===== src/rtl/if_stage_if.sv =====
// Instruction-memory fetch port shared by the fetch stage (master) and the
// instruction memory (slave).
interface if_stage_if;
  logic        imem_req;
  logic [31:0] imem_addr;
  logic [31:0] imem_rdata;
  logic        imem_ready;

  modport master (
    output imem_req,
    output imem_addr,
    input  imem_rdata,
    input  imem_ready
  );

  modport slave (
    input  imem_req,
    input  imem_addr,
    output imem_rdata,
    output imem_ready
  );
endinterface


===== src/rtl/if_stage.sv =====
// Instruction fetch stage: drives the PC, fetches from instruction memory,
// parks a fetched word during pipeline stalls and loads the IF/ID register.
module if_stage (
  input  logic              clk,
  input  logic              rst_n,
  input  logic              PcWrite,
  input  logic              IF_ID_Write,
  input  logic              pc_src,
  input  logic [31:0]       branch_target,
  if_stage_if.master        imem,
  output logic [31:0]       PC_ID,
  output logic [31:0]       Inst_ID,
  output logic              valid_ID,
  output logic              fetch_stall
);

  localparam logic [31:0] NOP = 32'h0000_0013;

  typedef enum logic {
    FETCH = 1'b0,
    HOLD  = 1'b1
  } state_t;

  state_t      state_q, state_d;
  logic [31:0] pc_q, pc_d;
  logic [31:0] pcId_q, pcId_d;
  logic [31:0] instId_q, instId_d;
  logic        validId_q, validId_d;
  logic [31:0] bufInst_q, bufInst_d;
  logic [31:0] bufPc_q, bufPc_d;

  logic        advance;
  logic [31:0] pcPlus4;

  assign advance = PcWrite & IF_ID_Write;
  assign pcPlus4 = pc_q + 32'd4;

  // A taken branch outranks every stall/fetch case and flushes the parked word.
  always_comb begin
    state_d   = state_q;
    pc_d      = pc_q;
    pcId_d    = pcId_q;
    instId_d  = instId_q;
    validId_d = validId_q;
    bufInst_d = bufInst_q;
    bufPc_d   = bufPc_q;

    if (pc_src) begin
      pc_d      = branch_target & 32'hFFFF_FFFC;
      pcId_d    = 32'd0;
      instId_d  = NOP;
      validId_d = 1'b0;
      bufInst_d = 32'd0;
      bufPc_d   = 32'd0;
      state_d   = FETCH;
    end else begin
      unique case (state_q)
        FETCH: begin
          if (imem.imem_ready) begin
            if (advance) begin
              pcId_d    = pc_q;
              instId_d  = imem.imem_rdata;
              validId_d = 1'b1;
              pc_d      = pcPlus4;
            end else begin
              bufPc_d   = pc_q;
              bufInst_d = imem.imem_rdata;
              state_d   = HOLD;
            end
          end else if (IF_ID_Write) begin
            pcId_d    = 32'd0;
            instId_d  = NOP;
            validId_d = 1'b0;
          end
        end
        HOLD: begin
          if (advance) begin
            pcId_d    = bufPc_q;
            instId_d  = bufInst_q;
            validId_d = 1'b1;
            pc_d      = pcPlus4;
            state_d   = FETCH;
          end
        end
        default: state_d = FETCH;
      endcase
    end
  end

  always_ff @(posedge clk) begin
    if (!rst_n) begin
      state_q   <= FETCH;
      pc_q      <= 32'd0;
      pcId_q    <= 32'd0;
      instId_q  <= NOP;
      validId_q <= 1'b0;
      bufInst_q <= 32'd0;
      bufPc_q   <= 32'd0;
    end else begin
      state_q   <= state_d;
      pc_q      <= pc_d;
      pcId_q    <= pcId_d;
      instId_q  <= instId_d;
      validId_q <= validId_d;
      bufInst_q <= bufInst_d;
      bufPc_q   <= bufPc_d;
    end
  end

  assign imem.imem_req  = (state_q == FETCH);
  assign imem.imem_addr = pc_q;
  assign fetch_stall    = (state_q == FETCH) & ~imem.imem_ready;

  assign PC_ID    = pcId_q;
  assign Inst_ID  = instId_q;
  assign valid_ID = validId_q;

endmodule


===== src/flat_wrapper.sv =====
// flat-port wrapper written by rule: the top's interface ports become plain ports
module if_stage_flat 
  (clk, rst_n, PcWrite, IF_ID_Write, pc_src, branch_target, PC_ID, Inst_ID, valid_ID, fetch_stall, imem_imem_req, imem_imem_addr, imem_imem_rdata, imem_imem_ready);
  if_stage_if imem_i ();
  input  logic clk;
  input  logic rst_n;
  input  logic PcWrite;
  input  logic IF_ID_Write;
  input  logic pc_src;
  input  logic [31:0] branch_target;
  output logic [31:0] PC_ID;
  output logic [31:0] Inst_ID;
  output logic valid_ID;
  output logic fetch_stall;
  output wire logic [$bits(imem_i.imem_req)-1:0] imem_imem_req;
  output wire logic [$bits(imem_i.imem_addr)-1:0] imem_imem_addr;
  input wire logic [$bits(imem_i.imem_rdata)-1:0] imem_imem_rdata;
  input wire logic [$bits(imem_i.imem_ready)-1:0] imem_imem_ready;
  assign imem_imem_req = imem_i.imem_req;
  assign imem_imem_addr = imem_i.imem_addr;
  assign imem_i.imem_rdata = imem_imem_rdata;
  assign imem_i.imem_ready = imem_imem_ready;
  if_stage u_core (.clk(clk), .rst_n(rst_n), .PcWrite(PcWrite), .IF_ID_Write(IF_ID_Write), .pc_src(pc_src), .branch_target(branch_target), .imem(imem_i), .PC_ID(PC_ID), .Inst_ID(Inst_ID), .valid_ID(valid_ID), .fetch_stall(fetch_stall));
endmodule

===== config.mk =====
export PLATFORM = sky130hd
export DESIGN_NAME = if_stage_flat
export DESIGN_NICKNAME = d
export VERILOG_FILES = /design/src/rtl/if_stage_if.sv /design/src/rtl/if_stage.sv /design/src/flat_wrapper.sv
export SDC_FILE = /design/constraint.sdc
export NUM_CORES = 1
export LEC_CHECK = 0
export ABC_AREA = 0
export CAP_MARGIN = 10
export CORE_ASPECT_RATIO = 1.4
export CORE_MARGIN = 2
export CORE_UTILIZATION = 49
export DETAILED_ROUTE_END_ITERATION = 10
export HOLD_SLACK_MARGIN = 0.15
export PLACE_DENSITY = 0.8
export SYNTH_ARGS = -nofsm -noshare
export SYNTH_HDL_FRONTEND = slang
export SYNTH_SLANG_ARGS = --single-unit

===== constraint.sdc =====
create_clock -name clk -period 1.8 [get_ports clk]
set_input_delay 0.36 -clock clk [delete_from_list [all_inputs] [get_ports clk]]
set_output_delay 0.36 -clock clk [all_outputs]
set_load 0.005 [all_outputs]

==> qor.txt <==
Post-Place Cells -> 1,174
share of the synthesized area in the top cell type -> 0.466
hold_ws -> 0.455 ns
R2R Path Start -> u_core.imem.imem_addr[13]$_SDFFE_PN0P_
core area -> 13,400 um2
Final Net Count -> 1,083
register bit total from synthesis -> 156
Ports -> 169
Slew @ Worst Pin -> 0.515 ns
hold path startpoint -> u_core.bufInst_q[8]$_SDFFE_PP0P_
Finished Layout Cells -> 1,207
Detail Route Antenna Nets -> 0
Port Buffers -> 162
Max-slew headroom -> 0.656
dpl cell area -> 8870 um2
Tcrit/Tclk final -> 0.984
most common cell in the netlist -> dfxtp_1
final critical-path required period -> 1.77 ns
routed vias/inst -> 5.51
number of flops mapped to enable cells by yosys -> 0
count of final setup violators -> 0
Main synth FF type -> dfxtp_1
Worst Setup SP -> u_core.imem.imem_addr[15]$_SDFFE_PN0P_
GRT overflow -> 0
clock sinks -> 156
Worst EP arrival -> 1.41 ns
Hold Path Class -> flop to flop
CP startpoint kind -> flop
first-pass GRT wire length -> 30,000 um
Commonest cells post-synth -> dfxtp_1, nand2_1, a21oi_1
Avg Inst Size Synth -> 7.96 um2
final WL -> 19,000 um
Cell Area, Synth -> 6700 um2
initial antenna violation count -> 1
H-tree levels -> 4
Place WS -> -0.300 ns
Post-Route Utilization -> 0.712
Placer Congestion -> 0.812
die width -> 103 um
Ys Warns -> 0
Initial DRC Count -> 378
CP endpoint kind -> output port
design area -> 9530 um2
CTS root buffer -> clkbuf_16
vias in the first global route -> 6,124
Area Overhead vs Synth -> 42.3%
vias post-DR -> 6,648
die height -> 142 um
asr flop ratio synth -> 0
Yosys top cell by area -> dfxtp_1
pwr/cell area -> 893 nW/um2
CTS tree -> yes
clock-pin slew on the worst setup and hold paths -> 0.06 ns
Fin Clk Skew -> 0.0112 ns
unrepaired setup endpoints after global routing -> false
Fin. Hold Viols -> 0
Cells after Synth -> 842
WP data required -> 1.44 ns
wire per inst -> 15.8 um
Synth cell types -> 35
share of cells above drive strength 1 -> 0.121
Leakage -> 3.69 nW
largest net degree at the start of global routing -> 49
CTS buffer count -> 17
fillers -> 1,103
DRC violations left -> 0
clock tree buffer depth -> 2
critical setup path kind -> flop to output port
Seq/Total Area, Yosys -> 0.466
setup ws final -> 0.0294 ns
Synth area leaders -> dfxtp_1, nand2_1, a21oi_1
GRT Util Overall -> 0.260
Max FO, Critical Path -> 4
Final Max Tran Viols -> 0
Max VDD drop -> 0.000491 V
1st-pass router iterations -> 5
clock latency at the later pin of the worst-skew pair -> 0.42 ns
status -> finished, final reports clean
hpwl dp -> 13,000 um
initial core utilization -> 0.500
Max Clk Rate -> 565 MHz
Max Cap Viol -> 0
FP Rows -> 50
DIE AREA -> 14,600 um2
path summary, 6_finish.rpt:
check / cells after the start / endpoint / slack, ns
max: 2 / imem_imem_addr[15] / 0.03
min: 2 / u_core.bufInst_q[8]$_SDFFE_PP0P_ / 0.45
max reg2reg: 5 / u_core.imem.imem_addr[28]$_SDFFE_PN0P_ / 0.10
min reg2reg: 2 / u_core.bufInst_q[8]$_SDFFE_PP0P_ / 0.45
metal layers:
metal	global-route usage	up-vias	wire [um]
li1	-	3276	-
met1	0.318	3100	7650
met2	0.440	232	9800
met3	0.0506	40	1080
met4	0.111	0	496
met5	0	-	0
cells in the final DEF (no fill, tap or decap), types with 4 or more instances in the layout:
cell type,n
nor3_1,63
dfxtp_1,137
xnor2_1,9
nand4_1,12
o21ai_0,26
conb_1,4
buf_12,13
inv_6,4
nand3_1,16
inv_1,6
dlygate4sd2_1,4
and3_1,64
clkbuf_16,17
nor2_1,68
a211oi_1,60
o2111ai_1,4
nand2_1,142
buf_4,46
xor2_1,19
a21oi_1,92
o211a_1,5
dfxtp_2,17
dlymetal6s2s_1,4
clkdlybuf4s50_1,153
sequential cells by signal, indices dropped and copies added, names as in the netlist:
signal                 cells
u_core.bufPc_q            30
u_core.Inst_ID            32
u_core.valid_ID            1
u_core.PC_ID              30
u_core.bufInst_q          32
u_core.state_q             1
u_core.imem.imem_addr     30
critical path, cell delays in order (launching register included):
cell             delay, ns
dfxtp_2               0.34
buf_4                 0.14
clkdlybuf4s50_1       0.51
cells by family after synthesis:
family          share of synthesized area
simple gates                        0.267
compound gates                      0.175
flops                               0.466
buf+inv                            0.0529
xor+xnor                           0.0366
fa+ha+maj                         0.00187
other cells                      0.000560
power breakdown:
group          leakage (nW)  switching (mW)  internal (mW)  total [mW]
Combinational          2.13           0.587          0.625        1.21
Sequential             1.28           0.105           3.59        3.70
Clock                 0.289            1.44           2.16        3.60
area by class of cell:
cell class | count | area, um2 | share of cell area
antenna | 1 | 2.50 | 0.000263
clock buffer | 20 | 467 | 0.0490
clock inverter | 11 | 133 | 0.0139
inverter | 7 | 31.3 | 0.00328
multi-input combinational | 606 | 3260 | 0.342
sequential | 156 | 3150 | 0.331
tap | 182 | 228 | 0.0239
timing repair buffer | 224 | 2260 | 0.237
metrics by stage:
step / setup TNS (ns) / power (mW)
6_report: 0 / 8.51
5_1_grt: 0 / 8.82
4_1_cts: 0 / 8.54
3_5_place_dp: -18.57 / 4.97
3_3_place_gp: -15.71 / 4.95
2_1_floorplan: 0 / 4.31
timing repair:
action	in CTS	in global routing
setup buffers	0	1
hold endpoints to repair	0	0
hold buffers	0	0
endpoints found under the setup margin	15	15
resized for setup	16	17
No activity file was read; power rests on OpenSTA's default activity.
